### config.mk
export PLATFORM = sky130hd
export DESIGN_NAME = pin_uart_rx
export DESIGN_NICKNAME = d
export VERILOG_FILES = /design/src/rtl/pin_uart_rx.sv
export SDC_FILE = /design/constraint.sdc
export NUM_CORES = 1
export LEC_CHECK = 0
export BUFFER_PORTS_ARGS = -buffer_cell sky130_fd_sc_hd__buf_2
export CORE_MARGIN = 1.5
export CORE_UTILIZATION = 30
export CTS_CLUSTER_SIZE = 10
export DETAILED_ROUTE_END_ITERATION = 12
export PLACE_DENSITY = 0.51
export SYNTH_ARGS = -nofsm -noshare
export SYNTH_HDL_FRONTEND = slang
export SYNTH_SLANG_ARGS = --single-unit
### constraint.sdc
create_clock -name clk -period 3.1 [get_ports clk]
set_input_delay 0.155 -clock clk [delete_from_list [all_inputs] [get_ports clk]]
set_output_delay 0.155 -clock clk [all_outputs]
set_load 0.02 [all_outputs]
### src/rtl/pin_uart_rx.sv
// pin_uart_rx: 8N1 receiver with 3-sample majority vote; define PIN_RX_FIFO_EN for a 2^FIFO_AW-entry FIFO instead of a holding register
module pin_uart_rx #(
  parameter int CLKS_PER_BIT = 2605,
  parameter int FIFO_AW = 3
) (
  input  logic        clk,
  input  logic        reset,
  input  logic        rx_pin,
  output logic [7:0]  m_data,
  output logic        m_valid,
  input  logic        m_ready,
  output logic        frame_err,
  output logic        overrun,
  output logic [15:0] byte_count
);
  localparam int CW = $clog2(CLKS_PER_BIT);
  localparam logic [CW-1:0] HALF = CW'(CLKS_PER_BIT / 2);
  localparam logic [CW-1:0] LAST = CW'(CLKS_PER_BIT - 1);
  typedef enum logic [2:0] {IDLE, START, DATA, STOP, WAIT_HI} state_t;
  state_t state, nxt;
  logic s1, line, vote, at, push, ferr, full, pop, store;
  logic [1:0] hist;
  logic [CW-1:0] cnt;
  logic [2:0] bit_idx;
  logic [7:0] sh;
  logic [15:0] bcnt;
  // hist holds line at center-1 and center; the live line is center+1
  assign vote = (hist[1] & hist[0]) | (line & (hist[1] | hist[0]));
  assign at = cnt == (state == START ? HALF : LAST);
  assign pop = m_valid & m_ready;
  assign store = push & (~full | pop);
  assign byte_count = bcnt;
  always_comb begin
    nxt = state;
    push = 1'b0;
    ferr = 1'b0;
    case (state)
      IDLE:    nxt = line ? IDLE : START;
      START:   nxt = at ? (vote ? IDLE : DATA) : START;
      DATA:    nxt = (at && bit_idx == 3'd7) ? STOP : DATA;
      STOP: begin
        nxt = at ? (vote ? IDLE : WAIT_HI) : STOP;
        push = at & vote;
        ferr = at & ~vote;
      end
      WAIT_HI: nxt = line ? IDLE : WAIT_HI;
      default: nxt = IDLE;
    endcase
  end
  always_ff @(posedge clk) begin
    if (reset) begin
      s1 <= 1'b1;
      line <= 1'b1;
      hist <= 2'b11;
      state <= IDLE;
      cnt <= '0;
      bit_idx <= '0;
      sh <= '0;
      frame_err <= 1'b0;
      overrun <= 1'b0;
      bcnt <= '0;
    end else begin
      s1 <= rx_pin;
      line <= s1;
      hist <= {hist[0], line};
      state <= nxt;
      cnt <= (nxt != state || at) ? '0 : cnt + 1'b1;
      if (state == START) bit_idx <= '0;
      else if (state == DATA && at) bit_idx <= bit_idx + 3'd1;
      if (state == DATA && at) sh <= {vote, sh[7:1]};
      frame_err <= ferr;
      overrun <= push & full & ~pop;
      if (store) bcnt <= bcnt + 16'd1;
    end
  end
`ifdef PIN_RX_FIFO_EN
  logic [7:0] mem [1 << FIFO_AW];
  logic [FIFO_AW:0] wp, rp;
  assign m_valid = wp != rp;
  assign full = (wp ^ rp) == {1'b1, {FIFO_AW{1'b0}}};
  assign m_data = m_valid ? mem[rp[FIFO_AW-1:0]] : 8'h00;
  always_ff @(posedge clk) if (store) mem[wp[FIFO_AW-1:0]] <= sh;
  always_ff @(posedge clk) begin
    if (reset) begin
      wp <= '0;
      rp <= '0;
    end else begin
      wp <= wp + (FIFO_AW+1)'(store);
      rp <= rp + (FIFO_AW+1)'(pop);
    end
  end
`else
  logic [7:0] hold;
  logic hv;
  assign m_valid = hv;
  assign m_data = hold;
  assign full = hv & ~m_ready & (FIFO_AW >= 0);
  always_ff @(posedge clk) begin
    if (reset) begin
      hold <= '0;
      hv <= 1'b0;
    end else if (store) begin
      hold <= sh;
      hv <= 1'b1;
    end else if (pop) begin
      hv <= 1'b0;
    end
  end
`endif
endmodule
Word-level counts from Yosys, hierarchy flattened
Index checks and enable logic that the tools add are counted.
- reductions and logical operators: 8
- equality and inequality tests: 7
- bitwise operators: 17
- muxes and demuxes: 12
- $add $sub $neg: 3
- operators by type and width (cell ; number):
    adder 16 x 1 -> 16 bit (second input constant) ; 1
    case mux 3 bit (5 select lines) ; 1
    adder 12 x 1 -> 12 bit (second input constant) ; 1
    == test 12 bit ; 1
    two-way mux 12 bit ; 1
    AND 1 bit ; 9
    two-way mux 3 bit ; 3
    == test 3 x 2 -> 1 bit (second input constant) ; 2
    == test 3 bit (second input constant) ; 2
    OR reduction 2 bit ; 3
    two-way mux 1 bit ; 5
    NOT 1 bit ; 5
    two-way mux 2 bit ; 2
    adder 3 x 1 -> 3 bit (second input constant) ; 1
    == test 3 x 1 -> 1 bit (second input constant) ; 1
    zero test 3 bit ; 1
    != test 3 bit ; 1
    bitwise OR 1 bit ; 3
    logical AND 1 bit ; 2
    nonzero test 2 bit ; 1
    logical OR 1 bit ; 1
- input bits: 4
- output and inout port bits: 27
- word-level logic and storage cells: 59
- register bits after elaboration: 57

Longest topological paths before layout
Gate-level depths: netlist of the first run.
- depth after elaboration: 9
- mapped depth: 9
- mapped depth without buffers: 6

Least setup slack after synthesis of the first run
OpenSTA, ideal clock, no wires.
- path type: register to register
- start: register state[0]
- end: register bcnt[11] (netlist: byte_count[11])
- arrival: 2.111 ns
- clock period less this slack: 2.181 ns
- path buffers: 3
- data required time: 3.030 ns
- setup time: 0.070 ns
- cell stages (with the launch flop): 9
- setup slack: 0.919 ns
- cells stage by stage: dfxtp_1 > buf_6 > nor3b_1 > or4b_1 > clkbuf_2 > a21o_1 > buf_6 > or4_1 > a21oi_1
- cells in the longest elaborated chain, start to end: 6
- elaborated cells on any way between the ends: 7
- those cells by class: 3 x eq/ne; 2 x mux; 2 x bitwise
- RTL lines (element ; line ; source):
    start, declared ; 20 ; state_t state, nxt;
    start signal, assigned ; 66 ; state <= nxt;
    == test 3 x 1 -> 1 bit ; 29 ; assign at = cnt == (state == START ? HALF : LAST);
    two-way mux 12 bit ; 29 ;
    == test 12 bit ; 29 ;
    AND 1 bit ; 43 ; push = at & vote;
    two-way mux 1 bit * ; 37 ; case (state)
    AND 1 bit * ; 31 ; assign store = push & (~full | pop);
    end signal, assigned ; 73 ; if (store) bcnt <= bcnt + 16'd1;
    end, declared ; 26 ; logic [15:0] bcnt;
Mark *: on every way between the ends. The rest lies on a longest branch, timed or not.
A chain may end at the register's enable or synchronous reset.

Worst setup path in the final report of the first run
- start: register state[1]
- end: register bcnt[8] (netlist: byte_count[8])
The elaborated chain is that of the path after synthesis.

==> results.ini, run 1 <==
[yosys]
synth_edf_count = 0
syn_area_um2 = 2450
async_reset_ff_share_pct = 0
synth_flop_cell = dfxtp_1
synth_nets = 281
ys_ff_latch = 57
synth_cell_types = 44
yosys_warnings = 0
synthesis.instances = 273
seq_area_frac_synth_pct = 46.6
syn_area_per_cell_um2 = 8.98

[timing]
period_share_pct = 80.0
fin_crit_ns = 2.48
relSlewSlack_pct = 50.8
whs_ns = 0.0951
slew_viol_final = 0
setup_slack_ns = 0.621
worst_pin_slew_ns = 0.737
setup_violations = 0
rsz0062_at_grt = false
fin_skew_ns = 0.00872
max_freq_ghz = 0.403
fin_setup_tns_ns = 0
finalHoldViolCount = 0

[placed_design]
port_buffers = 30
place_ws_ns = 0.622
hpwl_mm = 3.44
gp_congestion = 0.764

[finish]
post_route_cells_drive_above_1_share_pct = 19.2
diodes = 0
multi_input_area_um2 = 1230
area_delta_synth_final_pct = 16.8
seqCellArea_um2 = 1140
nets = 311
n_fill_cell = 839
final_core_util_pct = 36.7

[setup_path]
endpoint_kind = register
critPathKind = reg -> reg
crit_required_ns = 3.36
cp.arrival_ns = 2.73
critPathLaunchType = register
path_max_fanout = 15

[power]
vdd_drop_max_mv = 0.170
power.density_nw_per_um2 = 482
p_leak_nw = 1.01
total_power_mw = 1.38

[floorplanning]
die_h_um = 93.4
start_util_pct = 31.4
boundaryPins = 31
num_rows = 32
fp.coreArea_um2 = 7810
die_w_um = 93.4
die_area_um2 = 8720

[clock_network]
htreeDepth = 3
post_cts_resized = 0
cts.path.max_buffers = 2
cts_tree = built
clkSinkCount = 57
clk_latency_ns = 0.33
cts_made_buffers = 9
cts.clk_slew.worst_paths_ns = 0.07
clock-root-buffer = clkbuf_8

[routing]
vias_per_cell = 4.91
first_iter_violations = 85
first_pass_iters = 6
num_vias = 2014
wirelength_mm = 5.13
drtAntennaViolNets = 0
wl_per_cell_um = 12.5
drc_errors = 0

[grt]
grt_start_max_net_pins = 32
grt_first_pass_wirelength_mm = 8.85
groute.usage.overall_pct = 12.8
antenna_found_initial = 0
grt_pass1_vias = 1889
grt-ovfl-total = 0

[job]
drv_cap = 0

[min_path]
hold_path_class = in -> reg

[status]
status = complete, no violations

## metrics by stage
step	std cells	instance area, µm²
after CTS	410	2860
after floorplan	273	2450
final	410	2860
after detailed placement	393	2680
after global placement	393	2680
after global routing	410	2860
## cell usage after synthesis (all sizes together) (2+ instances only)
| cell type | number | area, µm² |
|---|---|---|
| dfxtp | 57 | 1140 |
| nand3 | 11 | 55.1 |
| inv | 5 | 18.8 |
| a211oi | 2 | 20.0 |
| nand3b | 2 | 15.0 |
| o21ai | 4 | 20.0 |
| mux2i | 10 | 100 |
| o31ai | 8 | 60.1 |
| xor2 | 6 | 52.6 |
| clkbuf | 10 | 38.8 |
| nor2 | 30 | 113 |
| nand4 | 3 | 18.8 |
| a2111oi | 2 | 17.5 |
| a31o | 2 | 17.5 |
| buf | 4 | 32.5 |
| and4 | 3 | 26.3 |
| ha | 4 | 50.1 |
| nor4 | 4 | 25.0 |
| and3 | 4 | 25.0 |
| nand2 | 31 | 116 |
| nand4b | 3 | 26.3 |
| and3b | 2 | 17.5 |
| nand2b | 2 | 12.5 |
| or2 | 7 | 43.8 |
| or4 | 9 | 67.6 |
| nor3 | 2 | 10.0 |
| or3 | 3 | 18.8 |
| xnor2 | 8 | 70.1 |
| a21oi | 24 | 124 |
## metal layers
| layer | share of wire [%] | GRT usage [%] | wire length [µm] |
|---|---|---|---|
| met2 | 44 | 18.8 | 2260 |
| met3 | 3.8 | 4.15 | 196 |
| met1 | 50 | 17.0 | 2590 |
| met4 | 1.7 | 5.68 | 85 |
| met5 | 0 | 0 | 0 |
## flip-flops by register name, indices dropped and copies added, names as in the netlist
name / cells
m_data: 8
frame_err: 1
bit_idx: 3
state: 3
byte_count: 16
s1: 1
cnt: 12
overrun: 1
hist: 2
m_valid: 1
sh: 8
line: 1
## critical path: stages, from the launching register on
cell and delay, ns:
dfxtp_1 0.48, nor3b_1 0.12, or4b_1 0.62, a211o_1 0.52
or4_1 0.52, a21oi_1 0.14
## layout make-up
cell class | count | share of cell area (%)
Clock buffer | 13 | 5.55
Clock inverter | 3 | 0.524
Inverter | 5 | 0.656
Sequential cell | 57 | 39.9
Tap cell | 102 | 4.46
Timing Repair Buffer | 33 | 6.12
Multi-Input combinational cell | 197 | 42.8
## worst paths after layout
kind | slack (ns) | to | cells past startpoint | start
worst max-delay path | 0.62 | byte_count[8] | 5 | state[1]
worst min-delay path | 0.1 | overrun | 3 | m_ready
worst max register to register | 0.62 | byte_count[8] | 5 | state[1]
worst min register to register | 0.41 | line | 1 | s1
## timing repair
action / in CTS / in global routing
hold endpoints to repair: 1 / 0
hold buffers: 1 / 0
endpoints found under the setup margin: 0 / 0
buffers inserted: 0 / 0
## placed cells by master, fill, tap and decap left out, types with 2 or more instances in the layout
cell type  netlist  final
nor4_1           4      3
ha_1             4      4
o31ai_1          8      8
nand3b_1         2      2
a21oi_1         23     23
nand3_1         11     11
buf_2            2     30
clkinv_2         0      3
xnor2_1          8      8
a2111oi_0        2      2
o21ai_0          4      4
mux2i_1         10     10
dfxtp_1         57     57
or2_2            7      7
nand4b_1         3      3
nand4_1          3      3
clkbuf_8         0     11
inv_1            5      5
xor2_1           6      6
nor2_1          30     30
buf_4            0      2
and3_1           4      4
or3_1            3      3
nand2b_1         2      2
nand2_1         31     31
or4_1            9      9
nor3_1           2      2
and3b_1          2      2
clkbuf_1         9      2
and4_1           3      3
a31o_2           2      2
## cell families after synthesis
logic type / count (synthesis) / share of synthesized area [%]
xor gates and xnor gates: 14 / 5.00
and+or+nand+nor: 121 / 25.9
adders and majority gates: 5 / 2.45
buffers and inverters: 19 / 3.68
DFF: 57 / 46.6
muxes: 10 / 4.08
AOI/OAI and AO/OA: 47 / 12.3
## power breakdown
part	total (mW)	internal (mW)	switching, mW	leakage, nW
clock network	0.605	0.330	0.275	0.0932
registers	0.745	0.738	0.00637	0.460
logic	0.0310	0.0116	0.0194	0.460
No activity file was read; power rests on OpenSTA's default activity.
==> run 2: changes to the inputs <==
PLACE_DENSITY = 0.52   (was 0.51)
clock period = 2.12 ns   (was 3.1 ns; I/O delays follow)
==> results.ini, run 2 (synthesized netlist as in run 1, its figures left out) <==
[setup_path]
r2r_start = cnt[1]
critPathKind = reg -> reg
r2r-end = byte_count[8]
cp_slowest_cell = or4b_4
endpoint_kind = register
crit_required_ns = 2.40
rr_worst_depth = 5
cp.arrival_ns = 2.40
critPathMaxStageDelay_ns = 0.59
crit_chain = nand4b_1 -> or4b_4 -> a211o_4 -> or4_1 -> a21oi_1
r2r_slack_ns = -0.005
critPathLaunchType = register
path_max_fanout = 5

[clock_network]
cts.path.max_buffers = 2
cts.clk_slew.worst_paths_ns = 0.07
clock-root-buffer = clkbuf_8
cts_made_buffers = 9
cts_tree = built
clkSinkCount = 57
clk_latency_ns = 0.34
htreeDepth = 3

[power]
vdd_drop_max_mv = 0.315
intPower_mw = 1.78
p_seq_share_pct = 47.0
power_switching_uw = 525
p_leak_nw = 1.20
clockPowerShare_pct = 49.9
power.density_nw_per_um2 = 711
p_sw_share_pct = 22.7
comb_power_share_pct = 3.1

[status]
status = finished with violations
violations = setup timing

[routing]
num_vias = 2151
wirelength_mm = 5.65
first_pass_iters = 5
wl_per_cell_um = 12.8
drtAntennaViolNets = 0
vias_per_cell = 4.87
first_iter_violations = 51
drc_errors = 0

[timing]
fin_crit_ns = 2.13
rsz0062_at_grt = true
max_freq_ghz = 0.471
period_share_pct = 100
setup_violations = 1
finalHoldViolCount = 0
worst_pin_slew_ns = 0.444
relSlewSlack_pct = 70.1
fin_skew_ns = 0.0119
slew_viol_final = 0
setup_slack_ns = -0.00507

[grt]
grt_start_max_net_pins = 25
grt-ovfl-total = 0
antenna_found_initial = 0
grt_pass1_vias = 2042
grt_first_pass_wirelength_mm = 9.40
groute.usage.overall_pct = 14.0

[floorplanning]
die_w_um = 93.4
num_rows = 32
die_area_um2 = 8720
start_util_pct = 31.4
boundaryPins = 31
die_h_um = 93.4
fp.coreArea_um2 = 7810

[job]
drv_cap = 0

[finish]
largest_reg_flops = 16
post_route_cells_drive_above_1_share_pct = 31.2
nets = 343
finalInstanceArea_um2 = 3240
final_common_cell = dfxtp_1
diodes = 0
final_core_util_pct = 41.5
area_delta_synth_final_pct = 32.3
mostFrequentLayoutCells = 57 x dfxtp_1, 31 x nand2_1, 30 x nor2_1, 30 x buf_2, 30 x buf_4

[placed_design]
hpwl_mm = 3.87
port_buffers = 30
gp_congestion = 0.752
placed_cell_area_um2 = 2910

[min_path]
worstHoldPathCells = 3
min-delay-start = m_ready
hold_path_class = in -> reg
holdPathEnd = overrun

[run 2: changes by cell type in the layout (fill, tap and decap cells not counted), sizes merged]
cell,change
a21o,+1
buf,+31
bufinv,+2
clkbuf,-4
clkinv,-2
clkinvlp,+2
inv,+2
[run 2: timing repair]
| action | CTS | global route |
|---|---|---|
| buffers inserted | 0 | 3 |
| endpoints found under the hold margin | 1 | 0 |
| hold buffers | 1 | 0 |
| resized for setup | 6 | 11 |
| setup endpoints to repair | 12 | 24 |
| cloned | 0 | 1 |
| pin swaps | 1 | 4 |
[run 2: how the worst max path moves through the flow]
stage | startpoint | end | cells after the start
floorplan | state[0] | byte_count[11] | 8
global placement | cnt[1] | byte_count[4] | 6
detailed placement | cnt[1] | state[1] | 5
CTS | cnt[1] | byte_count[8] | 5
global route | cnt[1] | byte_count[8] | 5
finish | cnt[1] | byte_count[8] | 5
[run 2: worst max-delay path, delay by kind of cell (launching register included)]
kind	cells	cell delay [ns]
AND/OR/NAND/NOR	3	1.24
AO/OA/AOI/OAI	2	0.52
flip-flops	1	0.31
[run 2: stage by stage]
step | hold slack (ns) | setup WS, ns | power [mW] | instances | TNS [ns]
floorplan | 0.210 | 0.00226 | 1.15 | 273 | 0
global placement | 0.295 | -0.145 | 1.18 | 421 | -0.285
detailed placement | 0.299 | -0.100 | 1.18 | 421 | -0.583
CTS | 0.0118 | 0.00785 | 2.34 | 438 | 0
global route | 0.0475 | -0.0618 | 2.41 | 442 | -0.295
finish | 0.0285 | -0.00507 | 2.31 | 442 | -0.00507
[run 2: layout make-up]
class / instances / area [µm²]
multi-input cells: 198 / 1300
well taps: 102 / 128
flip-flops and latches: 57 / 1140
inverters: 5 / 18.8
repair buffers: 64 / 428
clock buffers: 9 / 124
fillers: 791 / 4560
clock inverters: 7 / 101
[run 2: metal layers]
metal  part of all wire (%)  global-route usage, %
met1                     50                   17.8
met3                    3.8                   4.15
met5                      0                      0
met4                    2.1                   7.20
met2                     44                   21.3
[run 2: power by group through the flow]
stage          clock [mW]  sequential (mW)  combinational (mW)
6_report             1.15             1.08              0.0723
5_1_grt              1.24             1.08              0.0804
4_1_cts              1.19             1.08              0.0709
3_5_place_dp            0             1.11              0.0685
3_3_place_gp            0             1.11              0.0680
2_1_floorplan           0             1.11              0.0374
==> run 3: changes to the inputs <==
PLACE_DENSITY = 0.51   (was 0.52)
clock period = 2.5 ns   (was 2.12 ns; I/O delays follow)
==> results.ini, run 3 (synthesized netlist as in run 1, its figures left out) <==
[status]
status = complete, no violations

[clock_network]
post_cts_buffers = 0
clk_latency_ns = 0.34
cts.clk_slew.worst_paths_ns = 0.07
htreeDepth = 3
cts.path.max_buffers = 2
cts_made_buffers = 9
cts_tree = built
clock-root-buffer = clkbuf_8
clkSinkCount = 57

[routing]
first_pass_iters = 4
vias_per_cell = 4.97
num_vias = 2087
drc_errors = 0
wl_per_cell_um = 12.7
first_iter_violations = 58
drtAntennaViolNets = 0
wirelength_mm = 5.35

[finish]
final_common_cell = dfxtp_1
post_route_cells_drive_above_1_share_pct = 22.6
largest_reg_flops = 16
layout.cells.non_filler = 420
n_fill_cell = 818
nets = 321
mostFrequentLayoutCells = 57 x dfxtp_1, 31 x nand2_1, 30 x nor2_1, 30 x buf_2, 23 x a21oi_1
diodes = 0
area_delta_synth_final_pct = 22.1

[grt]
grt_start_max_net_pins = 26
grt-ovfl-total = 0
antenna_found_initial = 0
grt_first_pass_wirelength_mm = 9.34
groute.usage.overall_pct = 13.8
grt_pass1_vias = 2002

[floorplanning]
die_area_um2 = 8720
num_rows = 32
start_util_pct = 31.4
fp.coreArea_um2 = 7810
die_w_um = 93.4
boundaryPins = 31
die_h_um = 93.4

[timing]
slew_viol_final = 0
period_share_pct = 91.9
finalHoldViolCount = 0
rsz0062_at_grt = false
worst_pin_slew_ns = 0.471
max_freq_ghz = 0.435
fin_setup_tns_ns = 0
setup_slack_ns = 0.203
relSlewSlack_pct = 68.6
fin_skew_ns = 0.0144
setup_violations = 0
fin_crit_ns = 2.30

[setup_path]
endpoint_kind = register
path_max_fanout = 20
rr_worst_depth = 5
r2r_slack_ns = 0.20
endpoint = state[1]
startpoint = cnt[9]
critPathLaunchType = register
r2r-end = state[1]
crit_required_ns = 2.75
cp.arrival_ns = 2.55
r2r_start = cnt[9]
critPathKind = reg -> reg

[placed_design]
port_buffers = 30
placed_cells = 403
gp_congestion = 0.726
hpwl_mm = 3.62
place_ws_ns = 0.100

[job]
drv_cap = 0

[min_path]
hold_path_class = in -> reg
worstHoldPathCells = 3

[power]
intPower_mw = 1.50
vdd_drop_max_mv = 0.276
clockPowerShare_pct = 50.4
power.density_nw_per_um2 = 651
p_seq_share_pct = 47.3
comb_power_share_pct = 2.3
p_sw_share_pct = 22.8
power_switching_uw = 444
p_leak_nw = 1.08

run 3: cell count changes in the layout (fill, tap and decap cells not counted), sizes merged:
cell      previous run  this run
buf                 63        42
a21o                 2         1
clkinv               1         2
clkinvlp             2         1
run 3: worst max-delay path: stages, from the launching register on:
cell      delay [ns]
dfxtp_1         0.41
nand4b_1        0.14
or4b_1          0.60
a21o_2          0.38
or4_1           0.50
a211oi_1        0.19
run 3: how the worst min path moves through the flow:
stage          startpoint      end
2_1_floorplan      rx_pin       s1
3_3_place_gp       rx_pin       s1
3_5_place_dp       rx_pin       s1
4_1_cts           m_ready  overrun
5_1_grt           m_ready  overrun
6_report          m_ready  overrun
run 3: repair_timing:
item / CTS / global route
resized for setup: 0 / 1
hold buffers: 1 / 0
endpoints found under the hold margin: 1 / 0
setup endpoints to repair: 0 / 3
run 3: cell type report:
class,instances,area (µm²),area share (%)
clock buffer,9,124,4.14
timing repair buffer,43,250,8.36
multi-input combinational,197,1230,41.0
tap,102,128,4.27
sequential,57,1140,38.1
inverter,5,18.8,0.627
clock inverter,7,103,3.43
run 3: metrics by stage:
step	hold WS (ns)	power (mW)	area (µm²)	util, %
CTS	0.0316	1.98	2990	38.3
global route	0.0665	2.03	2990	38.3
global placement	0.311	0.985	2750	35.3
finish	0.0587	1.95	2990	38.3
detailed placement	0.312	0.986	2750	35.3
floorplan	0.229	0.972	2450	-
run 3: power groups by stage:
stage	registers (mW)	logic, mW	clock network [mW]
2_1_floorplan	0.940	0.0315	0
3_3_place_gp	0.942	0.0432	0
3_5_place_dp	0.942	0.0433	0
4_1_cts	0.921	0.0451	1.01
5_1_grt	0.923	0.0500	1.06
6_report	0.921	0.0440	0.981
run 3: routing by layer:
layer | vias up | GRT usage (%) | wire [µm]
met5 | - | 0 | 0
met4 | 0 | 6.94 | 73
met3 | 6 | 3.98 | 198
met2 | 32 | 21.6 | 2370
met1 | 992 | 17.1 | 2700
li1 | 1057 | - | -
